File: src/rtl/breath_meter.sv
// breath_meter: measures duty-cycle level, brightness direction and rising-edge period of a PWM light channel.
// Define BREATH_METER_SYNC_EN to pass pwm_i through a two-flop synchroniser (2 clocks of latency).
module breath_meter #(
  parameter int WIN_LOG2 = 16,
  parameter int LEVEL_W  = 4,
  parameter int PERIOD_W = 32
) (
  input  logic                clk_div_i,
  input  logic                rst_n_i,
  input  logic                pwm_i,
  output logic [LEVEL_W-1:0]  level_o,
  output logic                level_valid_o,
  output logic [1:0]          dir_o,
  output logic [PERIOD_W-1:0] period_o,
  output logic                period_valid_o
);
  typedef enum logic {IDLE, ARMED} state_t;
  logic s, s_d, rise;
`ifdef BREATH_METER_SYNC_EN
  logic [1:0] sync_q;
  always_ff @(posedge clk_div_i or negedge rst_n_i)
    if (!rst_n_i) sync_q <= '0;
    else sync_q <= {sync_q[0], pwm_i};
  assign s = sync_q[1];
`else
  assign s = pwm_i;
`endif
  assign rise = s & ~s_d;
  logic [WIN_LOG2-1:0] win_cnt;
  logic [WIN_LOG2:0]   hi_cnt, hi_sum, hi_shr;
  logic [LEVEL_W-1:0]  lvl;
  logic                win_end, have_lvl;
  // hi_sum folds in the current sample so the window's last cycle is counted
  always_comb begin
    win_end = &win_cnt;
    hi_sum  = hi_cnt + (WIN_LOG2+1)'(s);
    hi_shr  = hi_sum >> (WIN_LOG2 - LEVEL_W);
    lvl     = |hi_shr[WIN_LOG2:LEVEL_W] ? '1 : hi_shr[LEVEL_W-1:0];
  end
  always_ff @(posedge clk_div_i or negedge rst_n_i)
    if (!rst_n_i) begin
      s_d           <= 1'b0;
      win_cnt       <= '0;
      hi_cnt        <= '0;
      have_lvl      <= 1'b0;
      level_o       <= '0;
      level_valid_o <= 1'b0;
      dir_o         <= 2'b00;
    end else begin
      s_d           <= s;
      win_cnt       <= win_cnt + WIN_LOG2'(1);
      hi_cnt        <= win_end ? '0 : hi_sum;
      level_valid_o <= win_end;
      if (win_end) begin
        have_lvl <= 1'b1;
        level_o  <= lvl;
        dir_o    <= !have_lvl ? 2'b00 : (lvl > level_o) ? 2'b01 : (lvl < level_o) ? 2'b10 : 2'b00;
      end
    end
  state_t              state, state_nxt;
  logic [PERIOD_W-1:0] per_cnt, per_nxt;
  logic                per_upd;
  always_comb begin
    state_nxt = (state == IDLE && rise) ? ARMED : state;
    per_upd   = (state == ARMED) && rise;
    per_nxt   = rise ? PERIOD_W'(1) : (state == ARMED && !(&per_cnt)) ? per_cnt + PERIOD_W'(1) : per_cnt;
  end
  always_ff @(posedge clk_div_i or negedge rst_n_i)
    if (!rst_n_i) begin
      state          <= IDLE;
      per_cnt        <= '0;
      period_o       <= '0;
      period_valid_o <= 1'b0;
    end else begin
      state          <= state_nxt;
      per_cnt        <= per_nxt;
      period_valid_o <= per_upd;
      if (per_upd) period_o <= per_cnt;
    end
endmodule

File: config.mk
export PLATFORM = sky130hd
export DESIGN_NAME = breath_meter
export DESIGN_NICKNAME = d
export VERILOG_FILES = /design/src/rtl/breath_meter.sv
export SDC_FILE = /design/constraint.sdc
export NUM_CORES = 1
export LEC_CHECK = 0
export ABC_AREA = 1
export CAP_MARGIN = 20
export CELL_PAD_IN_SITES_DETAIL_PLACEMENT = 1
export CELL_PAD_IN_SITES_GLOBAL_PLACEMENT = 1
export CORE_UTILIZATION = 40
export CTS_CLUSTER_DIAMETER = 80
export DETAILED_ROUTE_END_ITERATION = 10
export PLACE_DENSITY = 0.78
export SETUP_SLACK_MARGIN = 0.5
export SLEW_MARGIN = 20
export SYNTH_ARGS = -nofsm -noshare
export SYNTH_HDL_FRONTEND = slang
export SYNTH_SLANG_ARGS = --single-unit
File: constraint.sdc
create_clock -name clk_div_i -period 2 [get_ports clk_div_i]
set_input_delay 0.2 -clock clk_div_i [delete_from_list [all_inputs] [get_ports clk_div_i]]
set_output_delay 0.2 -clock clk_div_i [all_outputs]
set_load 0.01 [all_outputs]
==> results of run 1 <==
==> kinds of logic (layout without fill, tap and decap cells) <==
logic type      count (synthesis)  after routing
compound gates                 51             51
xor+xnor                       36             36
fa+ha+maj                       8              8
buf+inv                        82            200
flops                         108            108
simple gates                  401            404
==> power by group <==
part	internal [uW]	switching (uW)	total (uW)
registers	2340	164	2500
logic	460	626	1090
clock network	1390	883	2270
total	4180	1670	5860
==> worst max-delay path by stage <==
stage / cells past startpoint / startpoint / end / slack [ps]
after global placement: 17 / pwm_i / dir_o[1] / -470
after floorplan: 15 / hi_cnt[0] / dir_o[1] / 60
final: 14 / hi_cnt[0] / dir_o[0] / -410
after detailed placement: 17 / pwm_i / dir_o[1] / -610
after global routing: 14 / hi_cnt[0] / dir_o[0] / -510
after CTS: 16 / hi_cnt[0] / dir_o[0] / -140
==> area by class of cell <==
| class | count | share of cell area |
|---|---|---|
| clock buffer | 10 | 0.02964 |
| clock inverter | 6 | 0.01660 |
| inverter | 68 | 0.03382 |
| multi-input combinational | 499 | 0.4039 |
| sequential | 108 | 0.3365 |
| tap | 176 | 0.02731 |
| timing repair buffer | 115 | 0.1514 |
| timing repair inverter | 1 | 0.0007758 |
==> state kept, by name (all words and copies together) (netlist names) <==
signal / cells
level_o: 4
dir_o: 2
hi_cnt: 17
period_o: 32
s_d: 1
per_cnt: 32
have_lvl: 1
win_cnt: 16
level_valid_o: 1
period_valid_o: 1
state: 1
==> metal layers <==
layer	GRT usage	up-vias	share of wire
met4	0.1719	0	0.059
met5	0	-	0
met1	0.3213	2752	0.39
met3	0.03400	109	0.045
met2	0.4841	226	0.50
li1	-	2392	-
==> layout by cell type (no fill, tap or decap), types with 13 or more instances in the layout <==
| cell | instances |
|---|---|
| sky130_fd_sc_hd__dfrtp_1 | 99 |
| sky130_fd_sc_hd__o21ai_2 | 20 |
| sky130_fd_sc_hd__inv_1 | 58 |
| sky130_fd_sc_hd__nor2_1 | 49 |
| sky130_fd_sc_hd__o21ai_0 | 14 |
| sky130_fd_sc_hd__nor2_2 | 14 |
| sky130_fd_sc_hd__buf_4 | 47 |
| sky130_fd_sc_hd__nand3_2 | 13 |
| sky130_fd_sc_hd__nand2_2 | 33 |
| sky130_fd_sc_hd__nand3_1 | 32 |
| sky130_fd_sc_hd__clkdlybuf4s50_1 | 26 |
| sky130_fd_sc_hd__nor2_4 | 28 |
| sky130_fd_sc_hd__nand2_1 | 185 |
| sky130_fd_sc_hd__nand2_4 | 18 |
| sky130_fd_sc_hd__xor2_1 | 23 |
==> stage by stage <==
step                      area (um^2)  setup slack, ps  cells
after global routing             8064           -507.8    983
after global placement           6372           -466.5    913
after detailed placement         6372           -614.4    913
final                            8064           -405.6    983
after CTS                        7669           -139.7    971
after floorplan                  5655            57.43    686
==> what timing repair did <==
item / CTS / global route
hold buffers: 1 / 0
setup endpoints to repair: 98 / 95
pin swaps: 51 / 30
hold endpoints to repair: 30 / 0
gates cloned: 9 / 0
buffers inserted: 32 / 12
resized for setup: 138 / 78
==> results.md, run 1 <==
- The multi-input combinational cells in the finished layout cover a total of 0.003257 mm^2.
- The number of failing hold endpoints at the final stage is 0.
- Across the whole layout, storage elements account for 0.002714 mm^2.
- The share of the synthesized area in compound gates (AO/OA/AOI/OAI) is 0.05689.
- The share of cell area taken by muxes after synthesis is 0.
- The clock period minus final worst setup slack is 2406 ps.
- The number of H-tree branching levels is 3.
- For this design, the sink count on the clock tree is 108.
- The start-to-end type of the worst setup path is flop to flop.
- The peak ir drop on the vdd network is between 0.3 and 0.4 mV.
- The adder-cell share of the synthesized area is 0.01813.
- For this run, the top clock speed supported by timing is between 400 and 500 MHz.
- For this run, the total global-route usage over all layers was measured as 0.2768.
- At the end of the flow, the number of nets in the layout was 813.
- The combinational family with the most area after synthesis is simple AND/OR/NAND/NOR gates.
- The die footprint is 0.01427 mm^2.
- The most frequent cell after synthesis is sky130_fd_sc_hd__nand2_1.
- The Yosys step of the flow raised 0 warnings.
- Dividing total power by cell area gives a power density of 726.4 mW/mm^2.
- The data required time at the worst endpoint is approximately 2300 ps.
- The clock reaches the later pin of the worst-skew pair after approximately 380 ps.
- The CTS root buffer is sky130_fd_sc_hd__clkbuf_16.
- In this run the horizontal extent of the chip is 119.5 um.
- The total count of max-transition violations in the final report was 0.
- The final reports fail on negative setup slack.
- The detailed-route wire length is 21,640 um.
- The number of clock buffers added by TritonCTS is 9.
- Of the synthesized area, sequential elements account for 0.4896.
- The residual overflow from global routing is 0.
- The worst min-delay path endpoint is s_d.
- The routed layout has 5,479 vias.
- At the pin with the least slew margin, the transition time is 487.3 ps.
- After synthesis, the cell types taking the most area are sky130_fd_sc_hd__dfrtp_1 (49%), sky130_fd_sc_hd__nand2_1 (16%), sky130_fd_sc_hd__nor2_1 (5.6%).
- For this run, the leading register cell type out of synthesis is sky130_fd_sc_hd__dfrtp_1.
- In this run, distinct cell masters in the synthesized netlist total 32.
- The cell count after synthesis is 686.
- The placeable core area is 0.01335 mm^2.
- The cell accounting for the most synthesized area is sky130_fd_sc_hd__dfrtp_1.
- The pin count of the biggest net entering global routing is 57.
- In the synthesized netlist the async set-or-reset flop fraction comes to 1.000.
- Dividing the synthesized area by the synthesized cell count gives approximately 8.0 um^2.
- The share of synthesized cell area in and, or, nand and nor gates is 0.3123.
- Grouping stages by cell kind, the critical path spends the most delay in simple AND/OR/NAND/NOR gates.
- Data arrives at the worst endpoint at about 2700 ps.
- The final sum of negative setup slack is -780.1 ps.
- For this configuration, the core starts out at a cell density of 0.4136.
- The critical path goes through ha_4 -> ha_4 -> nand2_4 -> nor2_4 -> nand2_2 -> nor2_2 -> nand2_2 -> nand2_4 -> nand2_4 -> ha_4 -> nand2_4 -> o21ai_2 -> nand3_1 -> o21ai_1.
- For this run, design rule violations remaining after detail routing come to 0.
- The worst setup path is launched from a flop.
- 0 antenna diodes ended up in the layout.
- The worst-case register-to-register setup slack is -410 ps.
- The number of flops mapped to enable cells by yosys is 0.
- The synthesized net count is about 700.
- Counting instances, the worst hold path has a depth of 1.
- The design draws 5858 uW.
- From synthesis to final layout, the design area changed by 46.08%.
- The post-route antenna net violation count is 0.
- The number of I/O pins is 43.
- The relative max-transition margin is 0.6751.
- The initial antenna violation count is 0.
- For this design the static power due to leakage is 0.003642 uW.
- Input and output buffers added on the ports amount to 42.
- The kind of capture point of the worst setup path is a flop.
- The worst-path maximum fanout is 5.
- The launch point of the worst hold path is pwm_i.
- The via count of the first global-routing pass was between 5,000 and 6,000.
- The end-of-flow core utilization is 0.6041.
- The area fraction of the dominant cell type after synthesis is 0.4896.
- The largest individual stage delay along the critical path comes from the cell sky130_fd_sc_hd__dfrtp_1.
- The share of cells above drive strength 1 is 0.3321.
- The register bit count reported by yosys is 108.
- In the final routed layout, each cell accounts on average for 22.01 um.
- The maximum buffer depth of the clock tree is 2.
- The global-route wire length before repair is around 30,000 um.
- The last weighted congestion value of the routability-driven placer is approximately 0.83.
- For the worst flop-to-flop path, the logic depth is 14.
- For the final database, setup skew stands at 11.09 ps.
- The count of TritonRoute iterations in the first routing pass is 4.
- The final worst-path cycle share is 1.203.
- The die height is 119.5 um.
- The number of setup violations in the final report is 2.
- After detailed routing, the number of vias per cell comes to 5.574.
- The max capacitance violation total is 0.
- The min-delay analysis places its worst path in the category input pin to flop.
- The clock transition at the registers of the reported paths is about 70 ps.
- The number of design-rule violations left by the first detailed-router iteration is between 300 and 400.
- The number of filler instances in the final layout is 1,486.
- Setup repair after global routing could not meet its margin everywhere.
- Of the total synthesized cell area, the portion taken by XOR and XNOR cells is 0.05712.
- The run finished, with violations left.
- The count of buffer and inverter cells on the critical path is 0.
- Counting instances in the post-synthesis netlist gives the leading cell types as sky130_fd_sc_hd__nand2_1 (231), sky130_fd_sc_hd__dfrtp_1 (108), sky130_fd_sc_hd__nor2_1 (83), sky130_fd_sc_hd__inv_1 (63), sky130_fd_sc_hd__nand3_1 (50).
- The clock tree from TritonCTS is built.
- The most prevalent standard cell on the critical path is sky130_fd_sc_hd__nand2_4.
- The worst register-to-register path ends at dir_o[0].
- In this run the core area contains 42 standard-cell rows.
- The startpoint identified for the worst register-to-register timing path is hi_cnt[0].
- Once detailed placement completed, the half-perimeter wirelength came to 10,360 um.
- The netlist area before placement is ~0.0055 mm^2.
- After layout, the worst setup slack is -405.6 ps.
- The final worst hold slack is 167.6 ps.
- In this design, the stage delay of the slowest critical-path cell is 380 ps.
No activity file was read; power rests on OpenSTA's default activity.
==> run 2, diff against run 1 <==
--- a/config.mk
+++ b/config.mk
@@ -12,6 +12,7 @@
 export CORE_UTILIZATION = 40
 export CTS_CLUSTER_DIAMETER = 80
 export DETAILED_ROUTE_END_ITERATION = 10
+export GPL_ROUTABILITY_DRIVEN = 0
 export PLACE_DENSITY = 0.78
 export SETUP_SLACK_MARGIN = 0.5
 export SLEW_MARGIN = 20
==> constraint.sdc (replaced) <==
create_clock -name clk_div_i -period 2 [get_ports clk_div_i]
set_input_delay 0.3 -clock clk_div_i [delete_from_list [all_inputs] [get_ports clk_div_i]]
set_output_delay 0.3 -clock clk_div_i [all_outputs]
set_load 0.01 [all_outputs]
==> run 2 against run 1 <==
  * The run still ends with negative setup slack left
  * Hold slack improved by 96 ps
  * Power decreased by 2.1%
  * Die area unchanged
  * Non-clock buffer count increased by 17
  * Critical endpoint unchanged
  * Sequential share of layout area decreased by 0.54 points
  * Clock skew about the same
  * Critical path type unchanged
  * Clock-buffer cell count increased by 2
  * Routed wire length increased by 3.4%
  * Global-route usage increased by 0.76 points
  * Sequential power about the same
==> results.md, run 2 (same netlist as run 1, synthesis figures left out) <==
- The flow ran to the end, but the final reports show violations.
- The final reports fail on negative setup slack.
- The sequential group share of total power was 0.440 (+0.013).
- The data arrival time of the critical path is 2600 ps (-100 ps).
- The topmost layer with routed signal wires is met4.
- The detailed-route wire length is 22,380 um (+3.4%).
- The kind of capture point of the worst setup path is a flop.
- Tracing the worst setup path back leads to its startpoint at hi_cnt[0].
- The relative max-transition margin is 0.6785 (+0.003363).
- The leakage power is 0.003832 uW (+5.2%).
- The count of TritonRoute iterations in the first routing pass was 5 (+1).
- The final non-filler cell total came to 1,001 (+1.8%).
- The number of H-tree branching levels is 3 (unchanged).
- The worst clock skew on the final layout is 11.48 ps (+0.3964 ps).
- The maximum buffer depth of the clock tree was 2 (unchanged).
- The largest registers in the layout are per_cnt x32, period_o x32, hi_cnt x17.
- The clock latency on the worst-skew pair is 370 ps (about the same).
- The row count is 42 (unchanged).
- The initial antenna violation count is 0 (unchanged).
- The die footprint is 0.01427 mm^2 (unchanged).
- Setup repair after global routing could not meet its margin everywhere.
- The number of design-rule violations left by the first detailed-router iteration was 400 (+6.4%).
- The number of failing hold endpoints at the final stage is 0 (unchanged).
- The width of the chip is 119.5 um (unchanged).
- The CTS root buffer is sky130_fd_sc_hd__clkbuf_16.
- The via count of the first global-routing pass was 5,810 (+0.92%).
- The post-detailed-route DRC marker count came to 0 (unchanged).
- The final worst-path cycle share was 1.150 (-0.05292).
- The max capacitance violation total was 0 (unchanged).
- The final worst slack is -299.7 ps (+105.8 ps).
- The pin count of the biggest net entering global routing came to 57 (unchanged).
- The number of buffers added on ports is 42 (unchanged).
- The residual overflow from global routing is 0 (unchanged).
- The total count of max-transition violations in the final report is 0 (unchanged).
- The post-route antenna net violation count is 0 (unchanged).
- The final sum of negative setup slack came to -596.3 ps (+183.7 ps).
- The kind of launch point of the worst setup path is a flop.
- The peak ir drop on the vdd network is 0.4309 mV (+12%).
- The number of I/O pins is 43 (unchanged).
- The net switching power is 1721 uW (+2.8%).
- The cell area after layout is 0.008189 mm^2 (+1.6%).
- The clock network power share was 0.351 (-0.037).
- TritonCTS built the clock tree.
- The internal cell power is 4011 uW (-4.1%).
- The final worst hold slack is 263.9 ps (+96.28 ps).
- The fraction of power spent switching nets is 0.3003 (+0.01451).
- The most common cell after layout, fill and taps aside is sky130_fd_sc_hd__nand2_1.
- The global-route wire length before repair is 30,980 um (+3.1%).
- The combinational power share is 0.208 (+0.023).
- The number of clock sinks is 108 (unchanged).
- The number of setup violations in the final report was 2 (unchanged).
- The HPWL after detailed placement is 10,190 um (-1.6%).
- The average routed wire per standard cell came to 22.35 um (+1.5%).
- In the layout the commonest cells are sky130_fd_sc_hd__nand2_1 (172), sky130_fd_sc_hd__dfrtp_1 (101), sky130_fd_sc_hd__buf_4 (64).
- The total via count in the routed design came to 5,578 (+1.8%).
- The CTS buffer count came to 9 (unchanged).
- The startpoint identified for the worst hold timing path is pwm_i.
- The clock transition at the registers of the reported paths is 80 ps (about the same).
- The overall track demand over capacity in global routing is 0.2845 (+0.007616).
- The die height is 119.5 um (unchanged).
- The clock period minus final worst setup slack is 2300 ps (-105.8 ps).
- The post-detailed-route via-to-cell ratio is 5.572 (about the same).
- The number of antenna diodes is 0 (unchanged).
- The post-synthesis to final-layout area growth is 48.35%.
- The upper clock frequency limit is 434.8 MHz (+4.6%).
- The placeable core area is 0.01335 mm^2 (unchanged).
- The effective utilization at floorplan is 0.4136 (unchanged).
- The met3 wirelength from detailed routing is 1097 um (+12%).
- The layout net count came to 831 (+2.2%).
- The routed metal-1 wirelength is 8563 um (+0.36%).
- The final total power is 5732 uW (-2.1%).
- The type of the worst min-delay path is input pin to flop.
- The data required time at the worst endpoint is 2300 ps (about the same).
- The transition at the pin with the smallest max-transition slack was 482.3 ps (-5.045 ps).
- The total instance count after detailed placement is 915 (+0.22%).
- The worst setup path is of the flop to flop kind.
- The amount of wire on met2 after detailed routing came to 11,300 um (+4.2%).
- The cell area after placement is 0.006400 mm^2 (+0.43%).
- In this run the critical register-to-register path is launched from hi_cnt[0].
- The total power divided by cell area came to 700.0 mW/mm^2 (-3.6%).
- The worst-path maximum fanout was 3 (-2).
- The share of cells above drive strength 1 came to 0.3636 (+0.03154).
[run 2: what timing repair did]
action	in CTS	in global routing
hold buffers	1	0
setup endpoints to repair	99	91
hold endpoints to repair	31	0
pin swaps	47	46
setup buffers	38	21
gates resized for setup	193	89
cloned	10	0
[run 2: worst max-delay path, cell delays in order (launching register included)]
cell                      delay, ps
sky130_fd_sc_hd__dfrtp_1        370
sky130_fd_sc_hd__ha_4           160
sky130_fd_sc_hd__ha_4           140
sky130_fd_sc_hd__nand2_4         50
sky130_fd_sc_hd__nor2_4         170
sky130_fd_sc_hd__buf_6          130
sky130_fd_sc_hd__nand4_1        180
sky130_fd_sc_hd__nand2_2        160
sky130_fd_sc_hd__inv_2           50
sky130_fd_sc_hd__nand2_2         70
sky130_fd_sc_hd__inv_2           50
sky130_fd_sc_hd__ha_4           150
sky130_fd_sc_hd__inv_2           70
sky130_fd_sc_hd__a21oi_4         50
sky130_fd_sc_hd__o21ai_2        180
sky130_fd_sc_hd__nand3_2        100
sky130_fd_sc_hd__o21ai_2        130
[run 2: power by group through the flow]
stage	combinational (uW)	sequential, uW	clock [uW]
finish	1190	2520	2010
floorplan	426	2510	0
CTS	972	2500	1990
detailed placement	699	2520	0
global placement	673	2520	0
global route	1270	2540	2090
[run 2: layer usage]
| layer | global-route usage | vias up |
|---|---|---|
| li1 | - | 2428 |
| met1 | 0.3372 | 2777 |
| met2 | 0.4906 | 275 |
| met3 | 0.03879 | 98 |
| met4 | 0.1672 | 0 |
| met5 | 0 | - |
[run 2: final cells by class]
cell class	count	area (um^2)
well taps	176	220.2
clock buffers	12	246.5
multi-input cells	500	3418
inverters	68	280.3
flip-flops and latches	108	2711
fillers	1504	5159
repair inverters	1	16.27
clock inverters	4	72.57
repair buffers	132	1224
[run 2: worst paths after layout]
kind | to | slack, ps | cells after the start
max reg2reg | dir_o[0] | -300 | 16
min in group asynchronous | per_cnt[20] | 430 | 2
max in group asynchronous | dir_o[1] | 940 | 3
max | dir_o[0] | -300 | 16
min reg2reg | period_o[8] | 470 | 2
min | s_d | 260 | 1
[run 2: metrics by stage]
stage | util | setup WS (ps)
after global placement | 0.4795 | -567.2
final | 0.6135 | -299.7
after detailed placement | 0.4795 | -662.5
after global routing | 0.6135 | -388.2
after CTS | 0.5717 | -64.17
after floorplan | - | 57.43
